$ cat src/rtl/mem_arb_pkg.sv
// mem_arb_pkg: shared state/op types and owner-index sizing for the memory port arbiter
package mem_arb_pkg;
  typedef enum logic [1:0] {IDLE, RD, WR, RESP} state_e;
  typedef enum logic {OP_RD, OP_WR} op_e;
  function automatic int owner_w(input int num_req);
    return (num_req > 1) ? $clog2(num_req) : 1;
  endfunction
endpackage

$ cat src/rtl/mem_port_arbiter_rr_picker.sv
// rr_picker: combinational round-robin pick, searching upward from ptr_i and wrapping
module rr_picker import mem_arb_pkg::*; #(
  parameter int NUM_REQ = 4,
  parameter int W = owner_w(NUM_REQ)
) (
  input  logic [NUM_REQ-1:0] req_i,
  input  logic [W-1:0]       ptr_i,
  output logic [NUM_REQ-1:0] gnt_o,
  output logic [W-1:0]       idx_o,
  output logic               any_o
);
  logic [W-1:0] j;
  always_comb begin
    gnt_o = '0;
    idx_o = '0;
    j = '0;
    for (int k = NUM_REQ - 1; k >= 0; k--) begin
      j = W'((int'(ptr_i) + k) % NUM_REQ);
      if (req_i[j]) begin
        idx_o = j;
        gnt_o = NUM_REQ'(1) << j;
      end
    end
  end
  assign any_o = |req_i;
endmodule

$ cat src/rtl/mem_port_arbiter.sv
// mem_port_arbiter: round-robin sharing of one memory read/write port among NUM_REQ requesters.
// Define MEM_ARB_TIMEOUT_EN to add a watchdog that completes a stalled access with rsp_err.
module mem_port_arbiter import mem_arb_pkg::*; #(
  parameter int NUM_REQ        = 4,
  parameter int ADDR_WIDTH     = 32,
  parameter int DATA_WIDTH     = 32,
  parameter int TIMEOUT_CYCLES = 255
) (
  input  logic                          clk,
  input  logic                          rstn,
  input  logic [NUM_REQ-1:0]            req_rd,
  input  logic [NUM_REQ-1:0]            req_wr,
  input  logic [NUM_REQ*ADDR_WIDTH-1:0] req_addr,
  input  logic [NUM_REQ*DATA_WIDTH-1:0] req_wdata,
  output logic [NUM_REQ-1:0]            rsp_valid,
  output logic [NUM_REQ-1:0]            rsp_ack,
  output logic [DATA_WIDTH-1:0]         rsp_rdata,
  output logic                          rsp_err,
  output logic                          busy,
  output logic [owner_w(NUM_REQ)-1:0]   owner,
  output logic                          mem_read_req,
  output logic [ADDR_WIDTH-1:0]         mem_read_addr,
  input  logic                          mem_read_valid,
  input  logic [DATA_WIDTH-1:0]         mem_read_data,
  output logic                          mem_write_req,
  output logic [ADDR_WIDTH-1:0]         mem_write_addr,
  output logic [DATA_WIDTH-1:0]         mem_write_data,
  input  logic                          mem_write_ack
);
  localparam int W = owner_w(NUM_REQ);
  state_e state_q, state_d;
  op_e op_q, op_d;
  logic [W-1:0] ptr_q, ptr_d, owner_q, owner_d, idx;
  logic [ADDR_WIDTH-1:0] addr_q, addr_d;
  logic [DATA_WIDTH-1:0] wdata_q, wdata_d, rdata_q, rdata_d;
  logic [NUM_REQ-1:0] rsp_valid_q, rsp_valid_d, rsp_ack_q, rsp_ack_d, gnt, onehot;
  logic err_q, err_d, busy_q, busy_d, any, tmo, done;

  rr_picker #(.NUM_REQ(NUM_REQ), .W(W)) u_pick (
    .req_i(req_rd | req_wr), .ptr_i(ptr_q), .gnt_o(gnt), .idx_o(idx), .any_o(any)
  );

`ifdef MEM_ARB_TIMEOUT_EN
  localparam int CNT_W = ($clog2(TIMEOUT_CYCLES + 1) > 8) ? $clog2(TIMEOUT_CYCLES + 1) : 8;
  logic [CNT_W-1:0] cnt_q, cnt_d;
  assign cnt_d = (state_q == RD || state_q == WR) ? cnt_q + 1'b1 : '0;
  assign tmo = (state_q == RD || state_q == WR) && cnt_q == CNT_W'(TIMEOUT_CYCLES - 1);
  always_ff @(posedge clk or negedge rstn)
    if (!rstn) cnt_q <= '0;
    else cnt_q <= cnt_d;
`else
  assign tmo = TIMEOUT_CYCLES < 0;
`endif

  assign done = (state_q == RD && mem_read_valid) || (state_q == WR && mem_write_ack) || tmo;
  assign onehot = NUM_REQ'(1) << owner_q;

  always_comb begin
    state_d = state_q;
    ptr_d = ptr_q;
    owner_d = owner_q;
    addr_d = addr_q;
    wdata_d = wdata_q;
    op_d = op_q;
    rsp_valid_d = rsp_valid_q;
    rsp_ack_d = rsp_ack_q;
    rdata_d = rdata_q;
    err_d = err_q;
    busy_d = busy_q;
    unique case (state_q)
      IDLE: if (any) begin
        owner_d = idx;
        addr_d = req_addr[int'(idx)*ADDR_WIDTH +: ADDR_WIDTH];
        wdata_d = req_wdata[int'(idx)*DATA_WIDTH +: DATA_WIDTH];
        op_d = |(req_wr & gnt) ? OP_WR : OP_RD;
        state_d = (op_d == OP_WR) ? WR : RD;
        busy_d = 1'b1;
      end
      RD, WR: if (done) begin
        // a real valid/ack beats a watchdog expiry on the same cycle
        rsp_valid_d = (op_q == OP_RD) ? onehot : '0;
        rsp_ack_d = (op_q == OP_WR) ? onehot : '0;
        rdata_d = (op_q == OP_RD) ? (mem_read_valid ? mem_read_data : '0) : rdata_q;
        err_d = (op_q == OP_RD) ? !mem_read_valid : !mem_write_ack;
        state_d = RESP;
      end
      RESP: begin
        rsp_valid_d = '0;
        rsp_ack_d = '0;
        err_d = 1'b0;
        busy_d = 1'b0;
        ptr_d = (owner_q == W'(NUM_REQ - 1)) ? '0 : owner_q + 1'b1;
        state_d = IDLE;
      end
      default: state_d = IDLE;
    endcase
  end

  always_ff @(posedge clk or negedge rstn)
    if (!rstn) begin
      state_q <= IDLE;
      ptr_q <= '0;
      owner_q <= '0;
      addr_q <= '0;
      wdata_q <= '0;
      op_q <= OP_RD;
      rsp_valid_q <= '0;
      rsp_ack_q <= '0;
      rdata_q <= '0;
      err_q <= 1'b0;
      busy_q <= 1'b0;
    end else begin
      state_q <= state_d;
      ptr_q <= ptr_d;
      owner_q <= owner_d;
      addr_q <= addr_d;
      wdata_q <= wdata_d;
      op_q <= op_d;
      rsp_valid_q <= rsp_valid_d;
      rsp_ack_q <= rsp_ack_d;
      rdata_q <= rdata_d;
      err_q <= err_d;
      busy_q <= busy_d;
    end

  assign mem_read_req = state_q == RD;
  assign mem_write_req = state_q == WR;
  assign mem_read_addr = addr_q;
  assign mem_write_addr = addr_q;
  assign mem_write_data = wdata_q;
  assign rsp_valid = rsp_valid_q;
  assign rsp_ack = rsp_ack_q;
  assign rsp_rdata = rdata_q;
  assign rsp_err = err_q;
  assign busy = busy_q;
  assign owner = owner_q;
endmodule

$ cat config.mk
export PLATFORM = sky130hd
export DESIGN_NAME = mem_port_arbiter
export DESIGN_NICKNAME = d
export VERILOG_FILES = /design/src/rtl/mem_arb_pkg.sv /design/src/rtl/mem_port_arbiter_rr_picker.sv /design/src/rtl/mem_port_arbiter.sv
export SDC_FILE = /design/constraint.sdc
export NUM_CORES = 1
export LEC_CHECK = 0
export CAP_MARGIN = 5
export CORE_AREA = 2 2 173 175
export CTS_CLUSTER_DIAMETER = 60
export DETAILED_ROUTE_END_ITERATION = 10
export DIE_AREA = 0 0 175 177
export PLACE_DENSITY_LB_ADDON = 0.2
export SLEW_MARGIN = 20
export SYNTH_ARGS = -nofsm -noshare
export SYNTH_HDL_FRONTEND = slang
export SYNTH_SLANG_ARGS = --single-unit
$ cat constraint.sdc
create_clock -name clk -period 4.8 [get_ports clk]
set_input_delay 0.48 -clock clk [delete_from_list [all_inputs] [get_ports clk]]
set_output_delay 0.48 -clock clk [all_outputs]
set_load 0.01 [all_outputs]
==> results.ini <==
[outcome]
outcome = finished clean

[placement]
detailedPlace.worstSlack_ns = 1.08
dp_cells = 1571
dpl_cell_area_sq_um = 12400
dp_hpwl_um = 25900
place_congestion = 0.858
io_buffers = 441

[sta]
holdWs_ns = 0.0588
final.period_utilization = 0.773
period_needed_ns = 3.71
fin_ws_ns = 1.09
worst_pin_slew_ns = 0.879
setup_tns_ns = 0
clock-skew-final_ns = 0.0137
hold_violations = 0
drv_slew = 0
rsz0062_at_grt = false
fmaxAchievable_ghz = 0.270
relSlewSlack = 0.414
setup_violations = 0

[yosys]
async_reset_ff_frac = 1.00
netlist_area_sq_um = 8070
synth_area_leaders = dfrtp_1, a211oi_2, mux2i_1, o211ai_1, a31oi_1
synth_ff_type = dfrtp_1
ys_types = 51
synthTopCellsByCount = dfrtp_1, nand2_1, a211oi_2, a31oi_1, nor2_1
synth_edf_count = 0
syn_nets = 1160
synth_seq_cells = 113
synth_top_cell_area_share = 0.351
syn_inst = 847
post-synth-top-count-cell = dfrtp_1
synth_top_area_cell = dfrtp_1
ys_warn_count = 0
synth_area_per_cell_sq_um = 9.52
yosysSeqAreaShare = 0.351

[cts]
root_buffer = clkbuf_16
clock-sinks = 113
tritoncts = built
insertion_delay_ns = 0.41
numCtsBuffers = 17
h-tree-depth = 4
cts_buffer_depth = 2
clk_pin_slew_ns = 0.06
cts_resized = 0
cts_setup_buffers = 0
cts_hold_buf = 0

[floorplanning]
die_w_um = 175
initial_utilization = 0.276
coreArea_sq_um = 29200
io_pins = 442
num_rows = 63
die_area_sq_um = 31000
die_h_um = 177

[drt]
drt_first_pass_iters = 5
dr_total_vias = 8313
drcViolationCount = 0
viasPerCell = 5.17
antenna_left = 0
wl_per_cell_um = 22.6
drt-total-wl_um = 36300
first_iter_violations = 494

[pwr]
power.leakage_uw = 0.00497
pwr_density_cell_nw_per_um2 = 613
ir_drop_mv = 0.284

[cells_and_area]
fin_nets = 1513
area_delta_synth_final_pct = 61.8
n_fill_cell = 2810
multi_input_area_sq_um = 4490
ff_latch_area_sq_um = 2830
drive_above_1_share = 0.123
stdcell_count = 1607
finalInstanceArea_sq_um = 13100

[worst_setup_path]
cp_max_fo = 23
arrival_ns = 3.98
slowest_stage = a31oi_4
worst-setup-path-type = register to register
rrSetupSlack_ns = 1.09
end_kind = register
required_ns = 5.08
path_cells = inv_1, ha_1, nor3b_1, o21ai_4, a31oi_4, buf_4, mux2i_1, a211oi_2
start_kind = register
crit_path_max_incr_delay_ns = 0.67
r2r_start = ptr_q[0]
r2r_cells = 8
timing.rr.end = mem_write_data[18]

[job]
maxCapViolations = 0

[global_route]
grt_antenna_before_repair = 5
grt_pass1_wl_um = 53200
grtUsageTotal = 0.226
grt_max_degree = 67
gr-total-overflow = 0
grt_pass1_vias = 8165

[hold_path]
min_path_type = input port to async pin

per-stage QoR:
stage / utilization / total power [uW]
after floorplan: - / 4790
after global placement: 0.426 / 6700
after detailed placement: 0.426 / 6760
after CTS: 0.446 / 8100
after global routing: 0.446 / 8500
final: 0.446 / 8000
layout by cell type (no fill, tap or decap), types with 3 or more instances in the layout:
| master | Yosys | layout |
|---|---|---|
| clkinvlp_4 | 0 | 5 |
| inv_1 | 9 | 9 |
| a211oi_2 | 74 | 74 |
| clkbuf_16 | 0 | 17 |
| or2_1 | 4 | 4 |
| o21ai_0 | 8 | 7 |
| or3b_2 | 3 | 3 |
| mux2i_1 | 64 | 64 |
| nor3b_1 | 5 | 4 |
| a22oi_1 | 9 | 9 |
| nand3_1 | 32 | 32 |
| ha_1 | 13 | 13 |
| nor2_1 | 67 | 67 |
| nand2_1 | 83 | 83 |
| o211ai_1 | 65 | 65 |
| buf_4 | 37 | 19 |
| a21o_1 | 4 | 3 |
| a211oi_1 | 54 | 54 |
| clkdlybuf4s50_1 | 0 | 440 |
| a31oi_1 | 69 | 67 |
| o41ai_1 | 3 | 3 |
| diode_2 | 0 | 4 |
| mux4_2 | 4 | 4 |
| buf_12 | 0 | 3 |
| nand3b_1 | 3 | 3 |
| dfrtp_1 | 113 | 113 |
| inv_6 | 0 | 4 |
worst max-delay path by stage:
stage | endpoint | slack [ns] | startpoint | cells past startpoint
2_1_floorplan | mem_read_addr[22] | 2.20 | ptr_q[0] | 11
3_3_place_gp | mem_write_data[18] | 1.20 | ptr_q[0] | 8
3_5_place_dp | mem_write_data[18] | 1.08 | ptr_q[0] | 8
4_1_cts | mem_write_data[18] | 1.07 | ptr_q[0] | 8
5_1_grt | mem_write_data[18] | 0.85 | ptr_q[0] | 8
6_report | mem_write_data[18] | 1.09 | ptr_q[0] | 8
where the power goes:
| part | switching, uW | internal (uW) |
|---|---|---|
| combinational | 2600 | 2310 |
| clock | 510 | 785 |
| sequential | 376 | 1420 |
| total | 3480 | 4520 |
layout make-up:
cell class / instances / share of cell area
tap: 390 / 0.0374
clock buffer: 18 / 0.0336
clock inverter: 14 / 0.0119
sequential: 113 / 0.217
multi-input combinational: 597 / 0.344
inverter: 9 / 0.00259
timing repair buffer: 462 / 0.353
antenna: 4 / 0.000767
worst max-delay path, delay by kind of cell (launching register included):
family | cells | cell delay (ns)
and+or+nand+nor | 1 | 0.38
DFF | 1 | 0.64
adders and majority gates | 1 | 0.55
AOI/OAI and AO/OA | 3 | 1.02
buffers and inverters | 2 | 0.67
muxes | 1 | 0.28
sequential cells by signal, indices dropped and copies added, names as in the netlist, 2 cells and up:
name and count:
rsp_rdata 32, mem_read_addr 32, owner 2, rsp_valid 4, ptr_q 2, rsp_ack 4
state_q 2, mem_write_data 32
metal layers:
layer,GRT usage,wire length (um),vias up,share of wire
li1,-,-,3892,-
met1,0.289,15300,4051,0.42
met2,0.386,18300,326,0.50
met3,0.0417,1910,42,0.053
met4,0.0726,852,2,0.023
met5,0,13,-,0.00036
logic make-up after synthesis:
logic type | Yosys count | share of synthesized area
compound gates | 303 | 0.317
fa+ha+maj | 13 | 0.0202
buf+inv | 137 | 0.103
flops | 113 | 0.351
mux | 69 | 0.0920
simple gates | 212 | 0.118
(Power assumes the default switching activity.)
